### config.mk
export PLATFORM = sky130hd
export DESIGN_NAME = tfacc_chparam_prefetch
export DESIGN_NICKNAME = d
export VERILOG_FILES = /design/src/rtl/tfacc_chparam_prefetch.sv
export SDC_FILE = /design/constraint.sdc
export NUM_CORES = 1
export LEC_CHECK = 0
export CORE_UTILIZATION = 45
export DETAILED_ROUTE_END_ITERATION = 8
export PLACE_DENSITY = 0.75
export SYNTH_ARGS = -nofsm -noshare
export SYNTH_HDL_FRONTEND = slang
export SYNTH_SLANG_ARGS = --single-unit
### constraint.sdc
create_clock -name aclk -period 2.2 [get_ports aclk]
set_clock_uncertainty 0.2 [all_clocks]
set_input_delay 0.33 -clock aclk [delete_from_list [all_inputs] [get_ports aclk]]
set_output_delay 0.33 -clock aclk [all_outputs]
set_load 0.05 [all_outputs]
### src/rtl/tfacc_chparam_prefetch.sv
// Double-buffered bias/quant fetcher: streams NCH channel word pairs
// into a back buffer while the i8mac lanes read the front buffer.
module tfacc_chparam_prefetch #(
   parameter int NCH = 4,
   parameter int CW  = 12
) (
   input  logic              aclk,
   input  logic              arst_n,
   input  logic              flush,
   input  logic              req,
   input  logic [CW-1:0]     req_ch,
   output logic              req_rdy,
   output logic [31:0]       d_adr,
   output logic              d_re,
   input  logic              d_rdy,
   input  logic [31:0]       d_dr,
   output logic [31:0]       e_adr,
   output logic              e_re,
   input  logic              e_rdy,
   input  logic [31:0]       e_dr,
   output logic [NCH*32-1:0] bias,
   output logic [NCH*32-1:0] quant,
   output logic              pvalid,
   input  logic              consume,
   output logic              busy
);

   localparam int IW = $clog2(NCH) + 1;

   typedef enum logic [1:0] {
      S_IDLE,
      S_FETCH,
      S_DRAIN
   } state_t;

   state_t state_q, state_d;
   logic [IW-1:0] idx_q, idx_d;
   logic [CW-1:0] base_q, base_d;
   logic back_full_q, back_full_d;
   logic pvalid_q, pvalid_d;
   logic [NCH-1:0][31:0] bb_q, bb_d;
   logic [NCH-1:0][31:0] bq_q, bq_d;
   logic [NCH-1:0][31:0] fb_q, fb_d;
   logic [NCH-1:0][31:0] fq_q, fq_d;

   logic step, accept, cap_en, set_full, swap;
   logic [IW-1:0] cap_sel;
   logic [CW-1:0] ch;

   assign step    = d_rdy & e_rdy;
   assign req_rdy = (state_q == S_IDLE) & ~back_full_q;
   assign accept  = req & req_rdy;
   assign busy    = (state_q != S_IDLE);
   assign d_re    = busy;
   assign e_re    = busy;
   assign ch      = base_q + CW'(idx_q);
   assign d_adr   = busy ? {{(30-CW){1'b0}}, ch, 2'b00} : '0;
   assign e_adr   = d_adr;
   assign bias    = fb_q;
   assign quant   = fq_q;
   assign pvalid  = pvalid_q;

   always_comb begin
      state_d  = state_q;
      idx_d    = idx_q;
      base_d   = base_q;
      cap_en   = 1'b0;
      cap_sel  = idx_q - IW'(1);
      set_full = 1'b0;
      unique case (1'b1)
         (state_q == S_IDLE): begin
            if (accept) begin
               state_d = S_FETCH;
               base_d  = req_ch;
               idx_d   = '0;
            end
         end
         (state_q == S_FETCH): begin
            if (step) begin
               // data returned now belongs to the previous index
               cap_en = (idx_q != '0);
               if (idx_q == IW'(NCH-1)) begin
                  state_d = S_DRAIN;
               end else begin
                  idx_d = idx_q + IW'(1);
               end
            end
         end
         (state_q == S_DRAIN): begin
            if (step) begin
               cap_en   = 1'b1;
               cap_sel  = IW'(NCH-1);
               set_full = 1'b1;
               state_d  = S_IDLE;
            end
         end
         default: state_d = S_IDLE;
      endcase
      if (flush) begin
         state_d = S_IDLE;
         idx_d   = '0;
      end
   end

   always_comb begin
      bb_d = bb_q;
      bq_d = bq_q;
      for (int c = 0; c < NCH; c++) begin
         if (cap_en && cap_sel == IW'(c)) begin
            bb_d[c] = d_dr;
            bq_d[c] = e_dr;
         end
      end
   end

   always_comb begin
      swap        = back_full_q & (~pvalid_q | consume);
      back_full_d = back_full_q;
      pvalid_d    = pvalid_q;
      fb_d        = fb_q;
      fq_d        = fq_q;
      if (swap) begin
         fb_d        = bb_q;
         fq_d        = bq_q;
         pvalid_d    = 1'b1;
         back_full_d = 1'b0;
      end else if (consume) begin
         pvalid_d = 1'b0;
      end
      // back_full is clear throughout DRAIN, so no swap can coincide
      if (set_full) begin
         back_full_d = 1'b1;
      end
      if (flush) begin
         back_full_d = 1'b0;
         pvalid_d    = 1'b0;
      end
   end

   always_ff @(posedge aclk) begin
      if (!arst_n) begin
         state_q     <= S_IDLE;
         idx_q       <= '0;
         base_q      <= '0;
         back_full_q <= 1'b0;
         pvalid_q    <= 1'b0;
         bb_q        <= '0;
         bq_q        <= '0;
         fb_q        <= '0;
         fq_q        <= '0;
      end else begin
         state_q     <= state_d;
         idx_q       <= idx_d;
         base_q      <= base_d;
         back_full_q <= back_full_d;
         pvalid_q    <= pvalid_d;
         bb_q        <= bb_d;
         bq_q        <= bq_d;
         fb_q        <= fb_d;
         fq_q        <= fq_d;
      end
   end

endmodule

Word-level counts from Yosys, hierarchy flattened:

Cells that the tools add are included.

* logic and storage cells: 78
* output and inout bits: 325
* bits of input ports: 83
* register bits after elaboration: 531

* equality and inequality tests: 11
* muxes and demuxes: 20
* bitwise logic cells: 8
* reduce and logical (&&, ||, !) cells: 15
* $add $sub $neg: 3

Operator list (number)
* 2-to-1 mux 3 bit: 5
* 2-to-1 mux 14 bit: 1
* adder 12 x 3 -> 12 bit: 1
* equality test 3 x 2 -> 1 bit, second input constant: 3
* 2-to-1 mux 2 bit: 4
* != test 2 bit, second input constant: 4
* AND reduction 4 bit: 2
* nonzero test 2 bit: 4
* 2-to-1 mux 1 bit: 7
* one-hot mux 2 bit (3 select lines): 1
* one-hot mux 3 bit (2 select lines): 1
* bitwise AND 1 bit: 4
* logical AND 1 bit: 4
* adder 3 x 1 -> 3 bit, second input constant: 1
* equality test 3 x 1 -> 1 bit, second input constant: 1
* logical NOT 3 bit: 1
* inverter 1 bit: 3
* nonzero test 3 bit: 1
* subtractor 3 x 1 -> 3 bit, second input constant: 1
* equality test 2 x 1 -> 1 bit, second input constant: 1
* equality test 2 bit, second input constant: 1
* logical NOT 2 bit: 1
* != test 2 x 1 -> 1 bit, second input constant: 1
* one-hot mux 1 bit (2 select lines): 1
* 3 further kinds: 3

Longest topological paths before layout:

* depth after elaboration: 5
* gate-level depth with buffers: 9

Least setup slack after synthesis:

OpenSTA, ideal clock, no wires.

* kind: register -> output
* from: register idx_q[0]
* to: output e_adr[12]
* setup slack: -0.679 ns
* path buffers: 1
* cell stages (with the launch flop): 8
* data required time: 1.670 ns
* data arrival time: 2.349 ns
* cells stage by stage: dfxtp_1 ha_1 fa_1 a21o_1 nand4_1 xor2_1 nor2_1 buf_4

* longest elaborated chain between the ends: 2

RTL lines
* start: declaration: line 37 `logic [IW-1:0] idx_q, idx_d;`
* start signal: assignment: line 153 `idx_q <= idx_d;`
* adder 12 x 3 -> 12 bit: line 56 `assign ch = base_q + CW'(idx_q);`
* 2-to-1 mux 14 bit: line 57 `assign d_adr = busy ? {{(30-CW){1'b0}}, ch, 2'b00} : '0;`
* end: declaration: line 17 `output logic [31:0] e_adr,`

No other way between the ends.

Worst setup path after layout:

* from: register idx_q[2]
* to: output d_adr[11]

* longest elaborated chain between the ends: 2

RTL lines
* adder 12 x 3 -> 12 bit: line 56
* 2-to-1 mux 14 bit: line 57
* end: declaration: line 13 `output logic [31:0] d_adr,`

No other way between the ends.

==> flow_summary.yaml <==
outcome:
  outcome: "finished, violations left"
  violations: "setup timing"
sta:
  finalCritPeriodShare: 1.28
  hold_ws_ns: 0.131
  rsz0062_at_grt: "yes"
  relSlewSlack: 0.592
  setup_viol_count_final: 352
  finalWorstSetupSlack_ns: -0.615
  finalMaxSlewViolations: 0
  worst_pin_slew_ns: 0.614
  fmax_mhz: 355
  hold_violations: 0
  fin_crit_ns: 2.81
placed_design:
  place_area_mm2: 0.0241
  io_buffers: 367
  dpl.hpwl_mm: 37.0
  gp_congestion: 0.880
  dp.cells: 3018
  post-place-ws_ns: -0.109
floorplan:
  die-area_mm2: 0.0442
  core-area_mm2: 0.0423
  ios: 408
  die-width_um: 210
  die_h_um: 210
  placementRows: 75
  initial_utilization: 0.461
critical_path:
  cp_slowest_stage_delay_ns: 0.34
  crit_top_cell: "buf_4"
  crit_start: "idx_q[2]"
  crit_fanout: 3
  crit_required_ns: 1.67
  arrival_ns: 2.28
  regToRegStartpoint: "idx_q[0]"
  critical_path_class: "flip-flop to output port"
  cp-start-kind: "flip-flop"
  crit_chain: "ha_4 -> o211ai_1 -> buf_4 -> nor3b_4 -> xnor2_1 -> buf_4 -> nor2_4 -> buf_12"
  r2r_slack_ns: -0.33
  cp_slowest_cell: "dfxtp_2"
  crit_path_end_kind: "output port"
synth:
  yosysTopAreaCellShare: 0.545
  yosys-top-cells-area: "dfxtp_1 (54%), nand2_1 (13%), a21boi_0 (10%), nand3_1 (3.7%), mux2i_1 (3.3%)"
  synth_area_leader_cell: "dfxtp_1"
  syn_inst: 2174
  async_reset_ff_frac: 0
  synth-edff-count: 0
  synth_ff_type: "dfxtp_1"
  ys_warn_count: 0
  syn_area_per_cell_um2: 8.97
  syn_area_mm2: 0.0195
  post_synth_num_cell_types: 42
  ys_seq_elements: 531
  synth_seq_area_share: 0.545
clocking:
  cts.path.max_buffers: 3
  clk_pin_slew_ns: 0.06
  cts_tree: "built"
  htreeDepth: 2
  cts-root-buf: "clkbuf_16"
  clock_latency_ns: 0.58
  clock-sinks: 531
  numCtsBuffers: 52
finish:
  final_cells: 3151
  final_common_cell: "nand2_1"
  drive_gt1_frac: 0.122
  final_cell_mix: "nand2_1 (658), dfxtp_1 (523), a21boi_0 (268), clkdlybuf4s50_1 (154), dlygate4sd2_1 (153)"
  finalInstanceArea_mm2: 0.0266
  fillers: 3455
  syn_to_final_growth_pct: 36.6
  nets: 2628
grt:
  grt_use_total: 0.251
  gr-total-overflow: 0
  grt_pass1_vias: 15800
  grt_max_degree: 109
  grt_pass1_wl_mm: 87.8
  antenna_found_initial: 0
flow_run:
  drv_cap: 0
power:
  ir_worst_vdd_mv: 0.659
  finalPower_uw: 19600
  power_leakage_uw: 0.0102
  cellPowerDensity_mw_per_mm2: 735
routing:
  first_pass_iters: 5
  wire_per_inst_um: 18.5
  wl_mm: 58.2
  num_vias: 16500
  drc: 0
  viasPerCell: 5.25
  drtIter0Drc: 1034
  antenna_left: 0
hold_path:
  hp-class: "primary input to flip-flop"
  hold_start: "req_ch[6]"
==> worst max-delay path, delay by kind of cell, from the launching register on <==
family,cells,cell delay [ns]
AOI/OAI and AO/OA,1,0.10
adders and majority gates,1,0.26
DFF,1,0.34
and+or+nand+nor,2,0.40
xor gates and xnor gates,1,0.11
buffers and inverters,3,0.51
==> state kept, by name, indices dropped and copies added, names as in the netlist <==
name,count
back_full_q,1
base_q,12
bb_q,128
bias,128
bq_q,128
idx_q,3
pvalid,1
quant,128
state_q,2
==> kinds of logic after synthesis <==
group	Yosys count	synth area share
and+or+nand+nor	847	0.177
DFF	531	0.545
AOI/OAI and AO/OA	478	0.172
buffers and inverters	230	0.0603
muxes	67	0.0345
adders and majority gates	11	0.00744
xor gates and xnor gates	9	0.00404
other	1	0.000192
==> cell usage after synthesis (all sizes together), types with 2 or more instances <==
| master | instances |
|---|---|
| nand2b | 3 |
| a22o | 67 |
| nand4b | 2 |
| a21o | 2 |
| nor2 | 21 |
| clkbuf | 95 |
| nand2 | 658 |
| xnor2 | 4 |
| o2111ai | 2 |
| ha | 10 |
| buf | 127 |
| and3 | 4 |
| a21boi | 268 |
| nand4 | 2 |
| nand3 | 145 |
| mux2i | 65 |
| a21oi | 3 |
| inv | 8 |
| dfxtp | 531 |
| o21ai | 131 |
| mux2 | 2 |
| xor2 | 5 |
| nor2b | 7 |
==> layout make-up <==
type / count / area [um^2] / area share
Clock inverter: 13 / 160 / 0.00601
Multi-Input combinational cell: 1452 / 8210 / 0.308
Clock buffer: 80 / 1530 / 0.0573
Inverter: 8 / 30.0 / 0.00113
Timing Repair Buffer: 489 / 5350 / 0.201
Antenna cell: 1 / 2.50 / 0.0000939
Tap cell: 577 / 722 / 0.0271
Sequential cell: 531 / 10600 / 0.399
==> metal layers <==
metal  vias to the layer above  part of all wire  track usage
li1                       7882                 -            -
met1                      8007              0.44        0.329
met2                       548              0.48        0.421
met3                        90             0.063       0.0414
met4                         0             0.026       0.0833
met5                         -                 0            0
==> report_power, final <==
group / switching (uW) / leakage (uW) / internal (uW)
combinational: 694 / 0.00514 / 408
clock: 3710 / 0.000824 / 5120
sequential: 23.5 / 0.00428 / 9640
==> metrics by stage <==
stage | setup TNS [ns] | utilization
global placement | -1.29 | 0.569
CTS | -55.44 | 0.623
finish | -63.63 | 0.630
global route | -87.72 | 0.630
detailed placement | -14.20 | 0.569
floorplan | -0.880 | -
==> timing repair <==
item                       CTS  global route
gates resized for setup    232            33
hold buffers                 1             0
setup endpoints to repair  510           360
gates cloned                11             5
hold endpoints to repair    21             0
pin swaps                   16             9
setup buffers               16             7
==> worst paths after layout <==
path	to	cells after the start
worst max register to register	bb_q[34]	11
worst min-delay path	base_q[6]	3
worst max-delay path	d_adr[11]	8
worst min register to register	bias[64]	2
(Power assumes the default switching activity.)
